==> src/rtl/yd_q_h_block_sequencer.sv <==
`default_nettype none
// ============================================================================
// Module   : yd_q_h_block_sequencer
// Purpose  : Front-end controller for the luminance DCT/quantize/Huffman
//            pipeline. Buffers one 8x8 block of Y pixels, launches it as 64
//            contiguous enable beats, enforces a minimum idle gap and limits
//            the number of in-flight blocks using end-of-block pulses.
// Options  : YD_Q_H_SEQ_PINGPONG_EN - two 64-entry banks with independent
//            fill and stream sub-FSMs (default build: single bank).
// Revision : 1.0 - initial release
// ============================================================================
module yd_q_h_block_sequencer #(
  parameter int MIN_GAP         = 4,
  parameter int MAX_OUTSTANDING = 2,
  parameter int CNT_W           = 16
) (
  input  logic             clk,
  input  logic             rst_n,
  input  logic             s_valid,
  output logic             s_ready,
  input  logic [7:0]       s_data,
  output logic             dq_enable,
  output logic [7:0]       dq_data,
  input  logic             dq_eob,
  output logic [3:0]       outstanding,
  output logic [CNT_W-1:0] blk_launched,
  output logic [CNT_W-1:0] blk_retired,
  output logic             eob_err,
  output logic             busy
);

  typedef enum logic [1:0] {
    ST_FILL   = 2'd0,
    ST_WAIT   = 2'd1,
    ST_STREAM = 2'd2,
    ST_GAP    = 2'd3
  } state_t;

  localparam logic [3:0] C_MAX_OUT  = 4'(MAX_OUTSTANDING);
  localparam logic [7:0] C_GAP_LOAD = 8'(MIN_GAP - 1);
`ifdef YD_Q_H_SEQ_PINGPONG_EN
  localparam int C_AW = 7;
`else
  localparam int C_AW = 6;
`endif
  localparam int C_DEPTH = 1 << C_AW;

  logic [7:0] mem [0:C_DEPTH-1];

  state_t           state_q, state_d;
  logic [5:0]       wr_idx_q, wr_idx_d;
  logic [5:0]       rd_idx_q, rd_idx_d;
  logic [7:0]       gap_cnt_q, gap_cnt_d;
  logic             s_ready_q, s_ready_d;
  logic             dq_enable_q, dq_enable_d;
  logic [7:0]       dq_data_q, dq_data_d;
  logic [3:0]       outstanding_q, outstanding_d;
  logic [CNT_W-1:0] blk_launched_q, blk_launched_d;
  logic [CNT_W-1:0] blk_retired_q, blk_retired_d;
  logic             eob_err_q, eob_err_d;
  logic             busy_q, busy_d;

  logic             w_accept;
  logic             w_launch;
  logic             w_wr_en;
  logic             w_slot_free;
  logic             w_eob_ok;
  logic [C_AW-1:0]  w_wr_addr;
  logic [C_AW-1:0]  w_rd_addr;

  assign w_accept    = s_valid && s_ready_q;
  assign w_slot_free = (outstanding_q < C_MAX_OUT);
  assign w_eob_ok    = dq_eob && (outstanding_q != 4'd0);

`ifdef YD_Q_H_SEQ_PINGPONG_EN
  logic       wr_bank_q, wr_bank_d;
  logic       rd_bank_q, rd_bank_d;
  logic [1:0] full_q, full_d;
  logic [1:0] w_full_set;
  logic [1:0] w_full_clr;

  // Fill and stream sub-FSMs working on opposite banks; state tracks streaming.
  always_comb begin
    state_d     = state_q;
    wr_idx_d    = wr_idx_q;
    rd_idx_d    = rd_idx_q;
    gap_cnt_d   = gap_cnt_q;
    wr_bank_d   = wr_bank_q;
    rd_bank_d   = rd_bank_q;
    dq_enable_d = 1'b0;
    dq_data_d   = 8'd0;
    w_launch    = 1'b0;
    w_wr_en     = 1'b0;
    w_full_set  = 2'b00;
    w_full_clr  = 2'b00;
    w_wr_addr   = {wr_bank_q, wr_idx_q};
    w_rd_addr   = {rd_bank_q, rd_idx_q};

    if (w_accept) begin
      w_wr_en  = 1'b1;
      wr_idx_d = wr_idx_q + 6'd1;
      if (wr_idx_q == 6'd63) begin
        w_full_set[wr_bank_q] = 1'b1;
        wr_bank_d             = ~wr_bank_q;
      end
    end

    case (state_q)
      ST_FILL, ST_WAIT: begin
        if (full_q[rd_bank_q]) begin
          if (w_slot_free && (gap_cnt_q == 8'd0)) begin
            w_launch    = 1'b1;
            state_d     = ST_STREAM;
            dq_enable_d = 1'b1;
            dq_data_d   = mem[w_rd_addr];
            rd_idx_d    = rd_idx_q + 6'd1;
          end else begin
            state_d = ST_WAIT;
          end
        end else begin
          state_d = ST_FILL;
        end
      end
      ST_STREAM: begin
        dq_enable_d = 1'b1;
        dq_data_d   = mem[w_rd_addr];
        rd_idx_d    = rd_idx_q + 6'd1;
        if (rd_idx_q == 6'd63) begin
          w_full_clr[rd_bank_q] = 1'b1;
          rd_bank_d             = ~rd_bank_q;
          state_d               = ST_GAP;
          gap_cnt_d             = C_GAP_LOAD;
        end
      end
      ST_GAP: begin
        if (gap_cnt_q == 8'd0) begin
          state_d = ST_FILL;
        end else begin
          gap_cnt_d = gap_cnt_q - 8'd1;
        end
      end
      default: state_d = ST_FILL;
    endcase

    full_d    = (full_q | w_full_set) & ~w_full_clr;
    s_ready_d = ~full_d[wr_bank_d];
    busy_d    = (state_d != ST_FILL) || (wr_idx_d != 6'd0);
  end

  // Bank pointers and full flags.
  always_ff @(posedge clk or negedge rst_n) begin
    if (!rst_n) begin
      wr_bank_q <= 1'b0;
      rd_bank_q <= 1'b0;
      full_q    <= 2'b00;
    end else begin
      wr_bank_q <= wr_bank_d;
      rd_bank_q <= rd_bank_d;
      full_q    <= full_d;
    end
  end
`else
  // Single-bank sequencer: fill, wait for a slot, stream 64 beats, idle gap.
  always_comb begin
    state_d     = state_q;
    wr_idx_d    = wr_idx_q;
    rd_idx_d    = rd_idx_q;
    gap_cnt_d   = gap_cnt_q;
    dq_enable_d = 1'b0;
    dq_data_d   = 8'd0;
    w_launch    = 1'b0;
    w_wr_en     = 1'b0;
    w_wr_addr   = wr_idx_q;
    w_rd_addr   = rd_idx_q;

    case (state_q)
      ST_FILL: begin
        if (w_accept) begin
          w_wr_en  = 1'b1;
          wr_idx_d = wr_idx_q + 6'd1;
          if (wr_idx_q == 6'd63) begin
            state_d = ST_WAIT;
          end
        end
      end
      ST_WAIT: begin
        // The decision edge already drives beat 0 so the block is contiguous.
        if (w_slot_free && (gap_cnt_q == 8'd0)) begin
          w_launch    = 1'b1;
          state_d     = ST_STREAM;
          dq_enable_d = 1'b1;
          dq_data_d   = mem[w_rd_addr];
          rd_idx_d    = rd_idx_q + 6'd1;
        end
      end
      ST_STREAM: begin
        dq_enable_d = 1'b1;
        dq_data_d   = mem[w_rd_addr];
        rd_idx_d    = rd_idx_q + 6'd1;
        if (rd_idx_q == 6'd63) begin
          state_d   = ST_GAP;
          gap_cnt_d = C_GAP_LOAD;
        end
      end
      ST_GAP: begin
        if (gap_cnt_q == 8'd0) begin
          state_d = ST_FILL;
        end else begin
          gap_cnt_d = gap_cnt_q - 8'd1;
        end
      end
      default: state_d = ST_FILL;
    endcase

    s_ready_d = (state_d == ST_FILL);
    busy_d    = (state_d != ST_FILL) || (wr_idx_d != 6'd0);
  end
`endif

  // In-flight accounting and statistics; a stray dq_eob is flagged, not counted.
  always_comb begin
    outstanding_d  = outstanding_q;
    blk_launched_d = blk_launched_q;
    blk_retired_d  = blk_retired_q;
    eob_err_d      = eob_err_q;
    case ({w_launch, w_eob_ok})
      2'b10:   outstanding_d = outstanding_q + 4'd1;
      2'b01:   outstanding_d = outstanding_q - 4'd1;
      default: outstanding_d = outstanding_q;
    endcase
    if (w_launch) begin
      blk_launched_d = blk_launched_q + CNT_W'(1);
    end
    if (w_eob_ok) begin
      blk_retired_d = blk_retired_q + CNT_W'(1);
    end
    if (dq_eob && (outstanding_q == 4'd0)) begin
      eob_err_d = 1'b1;
    end
  end

  // Control and output registers.
  always_ff @(posedge clk or negedge rst_n) begin
    if (!rst_n) begin
      state_q        <= ST_FILL;
      wr_idx_q       <= 6'd0;
      rd_idx_q       <= 6'd0;
      gap_cnt_q      <= 8'd0;
      s_ready_q      <= 1'b0;
      dq_enable_q    <= 1'b0;
      dq_data_q      <= 8'd0;
      outstanding_q  <= 4'd0;
      blk_launched_q <= '0;
      blk_retired_q  <= '0;
      eob_err_q      <= 1'b0;
      busy_q         <= 1'b0;
    end else begin
      state_q        <= state_d;
      wr_idx_q       <= wr_idx_d;
      rd_idx_q       <= rd_idx_d;
      gap_cnt_q      <= gap_cnt_d;
      s_ready_q      <= s_ready_d;
      dq_enable_q    <= dq_enable_d;
      dq_data_q      <= dq_data_d;
      outstanding_q  <= outstanding_d;
      blk_launched_q <= blk_launched_d;
      blk_retired_q  <= blk_retired_d;
      eob_err_q      <= eob_err_d;
      busy_q         <= busy_d;
    end
  end

  // Pixel storage; contents need no reset since indices restart at 0.
  always_ff @(posedge clk) begin
    if (w_wr_en) begin
      mem[w_wr_addr] <= s_data;
    end
  end

  assign s_ready      = s_ready_q;
  assign dq_enable    = dq_enable_q;
  assign dq_data      = dq_data_q;
  assign outstanding  = outstanding_q;
  assign blk_launched = blk_launched_q;
  assign blk_retired  = blk_retired_q;
  assign eob_err      = eob_err_q;
  assign busy         = busy_q;

endmodule
`default_nettype wire

==> config.mk <==
export PLATFORM = sky130hd
export DESIGN_NAME = yd_q_h_block_sequencer
export DESIGN_NICKNAME = d
export VERILOG_FILES = /design/src/rtl/yd_q_h_block_sequencer.sv
export SDC_FILE = /design/constraint.sdc
export NUM_CORES = 1
export LEC_CHECK = 0
export CORE_ASPECT_RATIO = 1.25
export CORE_MARGIN = 4
export CORE_UTILIZATION = 45
export DETAILED_ROUTE_END_ITERATION = 16
export GPL_TIMING_DRIVEN = 0
export REMOVE_ABC_BUFFERS = 1
export SYNTH_ARGS = -nofsm -noshare
export SYNTH_HDL_FRONTEND = slang
export SYNTH_SLANG_ARGS = --single-unit
==> constraint.sdc <==
create_clock -name clk -period 4.75 [get_ports clk]
set_input_delay 0.7125 -clock clk [delete_from_list [all_inputs] [get_ports clk]]
set_output_delay 0.7125 -clock clk [all_outputs]
set_load 0.02 [all_outputs]
# After elaboration in Yosys (flattened, before gate mapping)
# Memories as Yosys holds them, arrays and structs flattened.
# Index checks and enable logic that the tools add are counted.
# classes
n_eq_ne	10
add_sub_neg	7
magnitude_cmp	1
n_mux	23
reduce_logical	17
# op_table
operator	count
$add A16 B1 Y16 const B	2
$pmux W8 S2	2
$mux W8	3
$mux W6	3
$add A6 B1 Y6 const B	2
$eq A6 B6 Y1 const B	2
$pmux W6 S2	1
$mux W2	5
$logic_not A8 Y1	1
$pmux W2 S4	1
$pmux W4 S2	1
$reduce_bool A2 Y1	4
$sub A8 B1 Y8 const B	1
$eq A2 B2 Y1 const B	3
$mux W1	6
$ne A2 B2 Y1 const B	3
$reduce_bool A6 Y1	1
$add A4 B1 Y4 const B	1
$eq A2 B1 Y1 const B	2
$logic_and A1 B1 Y1	4
$logic_not A2 Y1	2
$logic_not A4 Y1	1
$lt A4 B2 Y1 const B	1
$reduce_bool A4 Y1	1
other kinds (5)	5
# totals
ram_bits	512
mem_count	1
word_cells	71
register_bits	70
# memory_table
name	words	width	read_ports	rd_ports_with_merged_regs	write_ports	line_no	source
mem	64	8	1	0	1	48	logic [7:0] mem [0:C_DEPTH-1];

# Logic depth before layout (Yosys ltp)
# Gate-level depths: netlist of the first run.
# logic_depth
word_depth	6
ltp_mapped	13
mapped_depth_nobuf	12

# Worst setup path before layout of the first run
# Ideal clock, no wire load.
# synth_path
kind	register to register
start	register gap_cnt_q[0]
end	register outstanding_q[2] (netlist: outstanding[2])
slack_ps	2202
setup_ps	137
required_time_ps	4613
t_arrival_ps	2412
synth_period_minus_slack_ps	2548
stages_incl_launch_ff	14
path_cell_list	dfrtp_1 > inv_1 > ha_1 > nor3b_2 > and2_2 > buf_2 > nand3_1 > ha_1 > xor2_1 > ha_1 > a21oi_1 > xor2_1 > nor2_1 > xor2_1
# synth_via
elab_chain_len	6
elab_cells_between_ends	8
cone_classes	2 x eq/ne; 3 x mux; 3 x reduce/logical
# synth_rtl
element	line_no	source
start, declared	53	logic [7:0] gap_cnt_q, gap_cnt_d;
start signal, assigned	261	gap_cnt_q <= gap_cnt_d;
$logic_not A8 Y1 *	188	if (w_slot_free && (gap_cnt_q == 8'd0)) begin
$logic_and A1 B1 Y1 *	188	
$mux W1 *	188	
$mux W1 *	176	case (state_q)
$eq A2 B1 Y1 or $eq A2 B2 Y1 (tied branches)	226	case ({w_launch, w_eob_ok})
$pmux W4 S2 or $reduce_bool A2 Y1 (tied branches)	n/a	
end signal, assigned	265	outstanding_q <= outstanding_d;
end, declared	57	logic [3:0] outstanding_q, outstanding_d;
# Every way passes the cells marked *; elsewhere a longest branch is shown, timed or not.
# A chain may end at the register's enable or synchronous reset.

# Worst setup path after layout of the first run
# layout_path
start	register rd_idx_q[2]
end	register dq_data_q[6] (netlist: dq_data[6])
# layout_via
elab_chain_len	3
# layout_rtl
element	line_no	source
start, declared	52	logic [5:0] rd_idx_q, rd_idx_d;
start signal, assigned	260	rd_idx_q <= rd_idx_d;
$mem_v2 Z64 W8 *	n/a	
$mux W8	188	
$pmux W8 S2 *	176	
via dq_data_d[6]	56	logic [7:0] dq_data_q, dq_data_d;
end signal, assigned	264	dq_data_q <= dq_data_d;
end, declared	56	
# The timed path passes the listed nets; every way through them passes the cells marked *.

==> key figures, run 1 <==
Status
  – Status: completed

Setup path
  – CP max FO: 50
  – R2R setup slack: 1400 ps
  – CP Launch Type: flop
  – Critical Path RT: 5190 ps
  – R2R depth: 6
  – Reg2reg start: rd_idx_q[2]
  – Worst Setup End Kind: flop
  – RR Endpoint: dq_data[6]
  – Crit path kind: flop to flop
  – Data arrival time of the worst path: 3790 ps

Flow run
  – MaxCap Viol Count: 0

Layout
  – Most frequent cells in the layout: 512 x edfxtp_1, 108 x mux4_2, 82 x nor2_1
  – Multi-input gate area: 5816 µm²
  – Fill count: 4104
  – Synth-to-Final Area Change: 12.63%
  – Layout cells sized above 1: 18.37%
  – Most common cell after layout, fill and taps aside: edfxtp_1
  – Ant. Diodes: 0
  – Register area: 17140 µm²
  – Final layout net count: 1330
  – Final instance area: 26380 µm²
  – Fin util: 51.17%

Floorplan
  – Initial Utilization: 45.44%
  – Core area: 51550 µm²
  – Chip width: 212.1 µm
  – Die ar.: 55780 µm²
  – Rows: 93
  – Num ports: 60
  – Die Ht: 263.1 µm

Pwr
  – Reg power frac: 55.7%
  – Switching Share: 21.04%
  – Clock share of power: 40.4%
  – Combinational share of power: 3.9%
  – Pleak: 8.499 nW
  – Pint: 8.052 mW
  – Power Total: 10.20 mW
  – Peak supply drop: 254.8 µV
  – Sw power: 2.145 mW
  – Power per standard cell area: 386.5 nW/µm²

Timing
  – Rel. slew slack: 6.094%
  – Worst slew pin tran: 1406 ps
  – Fin crit share: 70.44%
  – WHS: 37.06 ps
  – Clock Skew: 24.09 ps
  – Max frequency: 298.9 MHz
  – Setup WS post-layout: 1404 ps
  – Final Hold Fails: 0
  – Final Setup Violations: 0
  – Final Max Slew Viols: 0
  – RSZ-0062 raised after global routing: no
  – Tmin final: 3346 ps

CTS
  – Reg clk slew, reported paths: 60 ps
  – Post-CTS setup buffers: 0
  – Post_cts resized: 0
  – CTS Buffer Depth: 3
  – Clk sinks: 582
  – Post-CTS Hold Buffers: 0
  – Worst skew pair latency: 600 ps
  – CTS root buf: clkbuf_16
  – TritonCTS buffer count: 54
  – H-tree levels: 2
  – CTS tree: yes

Placement
  – Area after DPL: 24720 µm²
  – Port Buffers: 59
  – GP Congestion: 0.8090
  – Pre-CTS WS: 1040 ps
  – DP Wirelength: 33.88 mm

Synth
  – Syn Inst Count: 1237
  – Ys async rst share: 12.03%
  – Main synth FF type: edfxtp_1
  – Number of enable flip-flop cells after synthesis: 512
  – Post-synthesis sequential area ratio: 73.12%
  – #FFs+latches synth: 582
  – Syn_area_per_cell: 18.93 µm²
  – Mapped Area: 23420 µm²
  – Yosys warnings: 0
  – Cell variety after synth: 68

Global routing
  – Global route total overflow: 0
  – Total Routing Usage GR: 18.90%
  – Largest net degree at the start of global routing: 57
  – Initial antenna violation count: 0
  – First-pass GRT wire length: 79.00 mm
  – Vias in the first global route: 11.67k

Drt
  – Vias/cell: 5.800
  – Final ANT Viol Nets: 0
  – DRT iter0 DRCs: 1056
  – DR vias: 11.69k
  – Routed WL: 52.79 mm
  – DR DRC count: 0
  – First drt pass iteration count: 5
  – Wirelength per Cell: 26.20 µm

Hold path
  – Worst min path class: primary input to async pin
==> per-layer routing <==
layer | vias up | global-route usage [%] | share of wire (%)
li1 | 5129 | - | -
met1 | 6092 | 27.07 | 43
met2 | 381 | 30.24 | 49
met3 | 84 | 2.896 | 5.4
met4 | 0 | 5.749 | 2.9
met5 | - | 0 | 0
==> cell families after synthesis <==
family	share of synthesized area, %
AO/OA/AOI/OAI	3.120
XOR/XNOR	1.758
adder cells (fa/ha/maj)	0.6945
buffers and inverters	2.046
flip-flops	73.12
multiplexers	13.64
AND/OR/NAND/NOR	5.620
==> state kept, by name, summed over array words and instances (netlist names), 4 cells and up <==
signal	count
w_wr_addr	6
mem	512
dq_data	8
blk_retired	16
gap_cnt_q	8
outstanding	4
rd_idx_q	6
blk_launched	16
==> power by group through the flow <==
stage               Combinational [mW]  Clock [mW]  Sequential [mW]
floorplan                        0.117           0             5.84
global placement                 0.375           0             5.80
detailed placement               0.404           0             5.79
CTS                              0.404        4.20             5.68
global route                     0.433        4.41             5.69
finish                           0.398        4.12             5.68
==> cell usage after synthesis (4+ instances only) <==
library cell / count / area share [%]
nor3_1: 8 / 0.17
dfrtp_1: 70 / 7.5
mux4_2: 108 / 10
edfxtp_1: 512 / 66
mux4_1: 7 / 0.79
nand3_1: 33 / 0.71
and3b_1: 4 / 0.15
xnor2_1: 33 / 1.2
or2_2: 5 / 0.13
a22oi_1: 24 / 0.77
clkbuf_1: 20 / 0.32
buf_4: 12 / 0.38
inv_1: 8 / 0.13
o22ai_1: 10 / 0.27
ha_1: 13 / 0.69
buf_2: 12 / 0.26
a21oi_1: 7 / 0.15
a22o_1: 4 / 0.15
mux2_2: 22 / 1.1
and4_1: 10 / 0.37
nand4_1: 14 / 0.37
buf_6: 13 / 0.63
nor2b_1: 12 / 0.32
nand3b_1: 4 / 0.13
nor2_1: 82 / 1.3
a221oi_1: 10 / 0.37
o21ai_0: 9 / 0.19
and3_1: 11 / 0.29
mux2i_1: 33 / 1.4
xor2_1: 14 / 0.52
a211oi_1: 4 / 0.13
nand2_1: 50 / 0.80
==> worst max-delay path: stages (launching register included) <==
cell and delay [ps]:
dfrtp_4 630, buf_16 300, nor2b_1 1130, nand2_1 270
o22ai_1 420, a211o_1 280, o32ai_1 110
==> worst max-delay path by stage <==
stage / startpoint / to / slack (ps)
2_1_floorplan: rd_idx_q[1] / dq_data[7] / -720
3_3_place_gp: rd_idx_q[1] / dq_data[2] / -3730
3_5_place_dp: s_valid / mem[63][3] / 1040
4_1_cts: rd_idx_q[2] / dq_data[6] / 1380
5_1_grt: rd_idx_q[2] / dq_data[6] / 1260
6_report: rd_idx_q[2] / dq_data[6] / 1400
==> layout make-up <==
cell class | instances | area share (%)
Multi-Input combinational cell | 584 | 22.05
Timing Repair Buffer | 74 | 3.415
Tap cell | 665 | 3.154
Clock buffer | 67 | 5.346
Sequential cell | 582 | 64.98
Inverter | 9 | 0.1281
Clock inverter | 34 | 0.9344
==> metrics by stage <==
stage          std cells  setup TNS, ps
3_5_place_dp        1914              0
4_1_cts             2015              0
2_1_floorplan       1175          -8946
5_1_grt             2015              0
3_3_place_gp        1899         -74170
6_report            2015              0
Note: power is estimated with default switching activity, not from simulation.
==> run 2: changes to the inputs <==
==> constraint.sdc (replaced) <==
create_clock -name clk -period 3.25 [get_ports clk]
set_input_delay 0.4875 -clock clk [delete_from_list [all_inputs] [get_ports clk]]
set_output_delay 0.4875 -clock clk [all_outputs]
set_load 0.02 [all_outputs]
==> run 2 against run 1 <==
  * Hold slack better by 200 ps
  * Die area unchanged
  * Sequential power rose by 46%
  * Maximum frequency is 7.9% higher
  * Non-clock buffer count up 2
  * Power up 46%
  * Sequential share of layout area decreased by 0.12 points
  * Cell count about the same
  * Largest cell class unchanged
==> key figures, run 2 (synthesized netlist as in run 1, its figures left out) <==
Layout
  – Most common cell after layout, fill and taps aside: edfxtp_1
  – Most frequent cells in the layout: 512 x edfxtp_1, 108 x mux4_2, 78 x nor2_1
  – Layout cells sized above 1: 18.79% (+0.42 points)
  – Fin util: 51.27% (+0.092 points)
  – Largest register FFs: 512 (unchanged)
  – Final layout net count: 1332 (+0.15%)
  – Fill count: 4100 (-0.097%)
  – Ant. Diodes: 0 (unchanged)
  – Synth-to-Final Area Change: 12.83%
  – Biggest register: mem
  – Final Non-Filler Cells: 2017 (+0.099%)

Global routing
  – Global route total overflow: 0 (unchanged)
  – First-pass GRT wire length: 79.01 mm (about the same)
  – Vias in the first global route: 11.67k (+0.026%)
  – Largest net degree at the start of global routing: 57 (unchanged)
  – Total Routing Usage GR: 18.90% (unchanged)
  – Initial antenna violation count: 0 (unchanged)

Pwr
  – Peak supply drop: 373.0 µV (+46%)
  – Combinational share of power: 3.9% (about the same)
  – Pleak: 8.514 nW (+0.18%)
  – Pint: 11.77 mW (+46%)
  – Switching Share: 21.09% (+0.050 points)
  – Reg power frac: 55.7% (about the same)
  – Sw power: 3.144 mW (+47%)
  – Clock share of power: 40.4% (about the same)
  – Power per standard cell area: 564.3 nW/µm² (+46%)

Drt
  – Final ANT Viol Nets: 0 (unchanged)
  – First drt pass iteration count: 5 (unchanged)
  – Vias/cell: 5.820 (+0.35%)
  – DR vias: 11.74k (+0.45%)
  – Wirelength per Cell: 26.28 µm (+0.32%)
  – DR DRC count: 0 (unchanged)
  – DRT iter0 DRCs: 1068 (+1.1%)
  – Routed WL: 53.01 mm (+0.42%)

Timing
  – Max frequency: 322.3 MHz (+7.9%)
  – Fin crit share: 95.46% (+25 points)
  – Worst slew pin tran: 1095 ps (-310.6 ps)
  – RSZ-0062 raised after global routing: no
  – Final Hold Fails: 0 (unchanged)
  – Tmin final: 3103 ps (-243.6 ps)
  – Clock Skew: 19.47 ps (-4.621 ps)
  – Final Setup Violations: 0 (unchanged)
  – Rel. slew slack: 26.73% (+21 points)
  – Setup TNS: 0 ps (unchanged)
  – Final Max Slew Viols: 0 (unchanged)

Floorplan
  – Core area: 51550 µm² (unchanged)
  – Num ports: 60 (unchanged)
  – Chip width: 212.1 µm (unchanged)
  – Initial Utilization: 45.44% (unchanged)
  – Rows: 93 (unchanged)
  – Die ar.: 55780 µm² (unchanged)
  – Die Ht: 263.1 µm (unchanged)

Setup path
  – Worst Setup End Kind: flop
  – R2R depth: 7 (+1)
  – Critical path, cell by cell: buf_16 -> buf_16 -> mux4_2 -> mux4_2 -> nor2b_1 -> a41oi_1 -> o22ai_1
  – Critical path's largest stage delay: 590 ps (-540 ps)
  – Top delay family on crit path: multiplexers
  – Data arrival time of the worst path: 3530 ps (-260 ps)
  – CP Launch Type: flop
  – Critical path's slowest cell: mux4_2
  – Crit path kind: flop to flop
  – Cell depth of the worst setup path: 7 (+1)
  – Critical Path RT: 3670 ps (-1520 ps)
  – CP max FO: 39 (-22%)
  – Worst Path Buf+Inv: 2 (+1)

Status
  – Status: completed

CTS
  – CTS root buf: clkbuf_16
  – H-tree levels: 2 (unchanged)
  – Worst skew pair latency: 600 ps (about the same)
  – Reg clk slew, reported paths: 70 ps (about the same)
  – Clk sinks: 582 (unchanged)
  – CTS tree: yes
  – TritonCTS buffer count: 54 (unchanged)
  – CTS Buffer Depth: 3 (unchanged)
  – Post-CTS setup buffers: 0 (unchanged)

Placement
  – Port Buffers: 59 (unchanged)
  – GP Congestion: 0.8090 (unchanged)
  – DP Wirelength: 33.88 mm (unchanged)
  – Placed cells: 1914 (unchanged)

Hold path
  – Worst min path class: primary input to flop
  – Hold depth: 1

Flow run
  – MaxCap Viol Count: 0 (unchanged)
==> run 2: cell count changes in the layout (fill, tap and decap cells not counted), sizes merged <==
cell / previous run / this run
dlygate4sd3: 0 / 1
clkbuf: 67 / 68
==> run 2: cell type report <==
class                      count  area [µm²]  area share [%]
clock buffer                  67        1410           5.336
clock inverter                34       246.5          0.9327
inverter                       9       33.78          0.1278
multi-input combinational    584        5828           22.05
sequential                   582       17140           64.86
tap                          665       832.0           3.149
timing repair buffer          76       935.9           3.541
==> run 2: final timing paths <==
path                              from            to  slack, ps
hold reg to reg                eob_err       eob_err        460
min in group asynchronous        rst_n  w_wr_addr[1]        350
setup / recovery           rd_idx_q[1]    dq_data[7]        150
max in group asynchronous        rst_n   rd_idx_q[1]       2320
setup reg to reg           rd_idx_q[1]    dq_data[7]        150
hold / removal               s_data[7]    mem[19][7]        240
==> run 2: timing repair <==
action	CTS	global route
endpoints found under the setup margin	4	20
pin swaps	0	0
gates cloned	0	1
endpoints found under the hold margin	22	0
hold buffers	1	0
resized for setup	1	4
==> run 2: routing by layer <==
layer	vias up	global-route usage, %	part of all wire (%)
li1	5126	-	-
met1	6149	27.07	43
met2	379	30.24	49
met3	85	2.896	5.4
met4	0	5.749	2.9
met5	-	0	0
==> run 2: stage by stage <==
step | total power, mW | cell area, µm² | hold slack [ps] | worst slack [ps]
2_1_floorplan | 8.705 | 22980 | 191.9 | -2222
3_3_place_gp | 9.027 | 24400 | 451.8 | -5231
3_5_place_dp | 9.055 | 24720 | 416.2 | -235.2
4_1_cts | 15.04 | 26390 | 223.6 | 46.32
5_1_grt | 15.40 | 26430 | 242.5 | 27.78
6_report | 14.91 | 26430 | 237.1 | 147.5
==> run 2: power groups by stage <==
stage                     combinational [mW]  clock [mW]  sequential, mW
after CTS                              0.592        6.14            8.30
after global routing                   0.633        6.45            8.31
final                                  0.582        6.03            8.30
after detailed placement               0.591           0            8.46
after global placement                 0.547           0            8.48
after floorplan                        0.170           0            8.54
==> run 3: changes to the inputs <==
--- a/config.mk
+++ b/config.mk
@@ -9,7 +9,9 @@
 export CORE_MARGIN = 4
 export CORE_UTILIZATION = 45
 export DETAILED_ROUTE_END_ITERATION = 16
+export GPL_ROUTABILITY_DRIVEN = 1
 export GPL_TIMING_DRIVEN = 0
+export MAX_ROUTING_LAYER = met4
 export REMOVE_ABC_BUFFERS = 1
 export SYNTH_ARGS = -nofsm -noshare
 export SYNTH_HDL_FRONTEND = slang
==> run 3 against run 2 <==
  * Design area is the same
  * Sequential power hardly changed
  * Maximum frequency about the same
  * Global-route usage is 0.58 points higher
  * Register-to-register slack barely moved
  * Routed wire length hardly changed
  * Flip-flop and latch count unchanged
  * Critical endpoint unchanged
  * Sequential share of layout area unchanged
  * Critical path depth stayed put
  * Clock power about the same
  * Combinational power about the same
  * Cell count is the same
==> key figures, run 3 (synthesized netlist as in run 1, its figures left out) <==
Status
  – Status: completed

Setup path
  – Worst Setup End Kind: flop
  – Crit path kind: flop to flop
  – CP max FO: 39 (unchanged)
  – Critical Path RT: 3670 ps (about the same)
  – Data arrival time of the worst path: 3520 ps (about the same)
  – CP Launch Type: flop

Pwr
  – Peak supply drop: 371.9 µV (-0.31%)
  – Power per standard cell area: 564.0 nW/µm² (about the same)
  – Power Total: 14.90 mW (about the same)
  – Pleak: 8.514 nW (unchanged)

CTS
  – Post-CTS setup buffers: 0 (unchanged)
  – CTS Buffer Depth: 3 (unchanged)
  – Worst skew pair latency: 600 ps (about the same)
  – Reg clk slew, reported paths: 60 ps (about the same)
  – TritonCTS buffer count: 54 (unchanged)
  – CTS tree: yes
  – Clk sinks: 582 (unchanged)
  – H-tree levels: 2 (unchanged)
  – CTS root buf: clkbuf_16

Timing
  – WHS: 244.2 ps (+7.073 ps)
  – Setup TNS: 0 ps (unchanged)
  – Fin crit share: 95.37% (about the same)
  – Rel. slew slack: 29.90% (+3.2 points)
  – Worst slew pin tran: 1048 ps (-47.38 ps)
  – Final Max Slew Viols: 0 (unchanged)
  – Final Hold Fails: 0 (unchanged)
  – Clock Skew: 19.76 ps (+0.2902 ps)
  – Final Setup Violations: 0 (unchanged)
  – RSZ-0062 raised after global routing: no
  – Max frequency: 322.6 MHz (about the same)
  – Tmin final: 3100 ps (-2.947 ps)

Global routing
  – First-pass GRT wire length: 79.09 mm (+0.11%)
  – Total Routing Usage GR: 19.48% (+0.58 points)
  – Largest net degree at the start of global routing: 57 (unchanged)
  – Vias in the first global route: 11.69k (+0.16%)
  – Initial antenna violation count: 0 (unchanged)
  – Global route total overflow: 0 (unchanged)

Drt
  – First drt pass iteration count: 5 (unchanged)
  – Final ANT Viol Nets: 0 (unchanged)
  – Vias/cell: 5.803 (-0.30%)
  – DRT iter0 DRCs: 1015 (-5.0%)
  – Routed WL: 53.02 mm (about the same)
  – DR vias: 11.70k (-0.30%)
  – Wirelength per Cell: 26.29 µm (about the same)
  – DR DRC count: 0 (unchanged)

Floorplan
  – Initial Utilization: 45.44% (unchanged)
  – Die Ht: 263.1 µm (unchanged)
  – Chip width: 212.1 µm (unchanged)
  – Rows: 93 (unchanged)
  – Die ar.: 55780 µm² (unchanged)
  – Num ports: 60 (unchanged)
  – Core area: 51550 µm² (unchanged)

Layout
  – Largest register FFs: 512 (unchanged)
  – Biggest register: mem
  – Layout cells sized above 1: 18.79% (unchanged)
  – Ant. Diodes: 0 (unchanged)
  – Most common cell after layout, fill and taps aside: edfxtp_1
  – Final layout net count: 1332 (unchanged)
  – Synth-to-Final Area Change: 12.83% (unchanged)
  – Final instance area: 26430 µm² (unchanged)
  – Fin util: 51.27% (unchanged)
  – Most frequent cells in the layout: 512 x edfxtp_1, 108 x mux4_2, 78 x nor2_1

Placement
  – Port Buffers: 59 (unchanged)
  – GP Congestion: 0.8208 (+1.5%)
  – DP Wirelength: 33.88 mm (unchanged)
  – Area after DPL: 24720 µm² (unchanged)

Hold path
  – Worst min path class: primary input to flop

Flow run
  – MaxCap Viol Count: 0 (unchanged)
-- run 3: cell counts in the layout (fill, tap and decap cells not counted) --
Identical to the previous run, type by type.
-- run 3: per-layer routing --
layer	vias up	routed length (µm)	GRT usage [%]
met5	-	0	-
met4	0	1542	5.749
met3	84	3209	2.753
met2	430	25970	30.30
met1	6059	22310	27.15
li1	5131	-	-
-- run 3: where the power goes --
part	internal, mW	switching (mW)	total, mW
logic	0.252	0.331	0.582
clock network	3.31	2.70	6.02
registers	8.20	0.101	8.30
total	11.8	3.14	14.9
-- run 3: final timing paths --
check | from | endpoint | slack, ps | cells past startpoint
setup / recovery | rd_idx_q[1] | dq_data[7] | 150 | 7
max in group asynchronous | rst_n | rd_idx_q[1] | 2300 | 3
min in group asynchronous | rst_n | w_wr_addr[1] | 350 | 2
hold / removal | s_data[7] | mem[19][7] | 240 | 1
hold reg to reg | blk_retired[15] | blk_retired[15] | 460 | 1
setup reg to reg | rd_idx_q[1] | dq_data[7] | 150 | 7
-- run 3: timing repair --
item / 4_1_cts / 5_1_grt
hold buffers: 1 / 0
hold endpoints to repair: 22 / 0
gates resized for setup: 1 / 4
setup endpoints to repair: 4 / 20
gates cloned: 0 / 1
pin swaps: 0 / 0
-- run 3: final cells by class --
class | instances | area (µm²)
Multi-Input combinational cell | 584 | 5828
Timing Repair Buffer | 76 | 935.9
Fill cell | 4100 | 25120
Tap cell | 665 | 832.0
Sequential cell | 582 | 17140
Clock buffer | 67 | 1410
Clock inverter | 34 | 246.5
Inverter | 9 | 33.78
-- run 3: worst max-delay path: stages, from the launching register on --
cell	delay [ps]
dfrtp_4	570
buf_16	260
buf_16	300
mux4_2	590
mux4_2	480
nor2b_1	140
a41oi_1	330
o22ai_1	210
-- run 3: through the flow --
stage,setup slack (ps),std cells
2_1_floorplan,-2222,1175
3_3_place_gp,-5231,1899
3_5_place_dp,-235.2,1914
4_1_cts,46.32,2016
5_1_grt,27.76,2017
6_report,150.4,2017
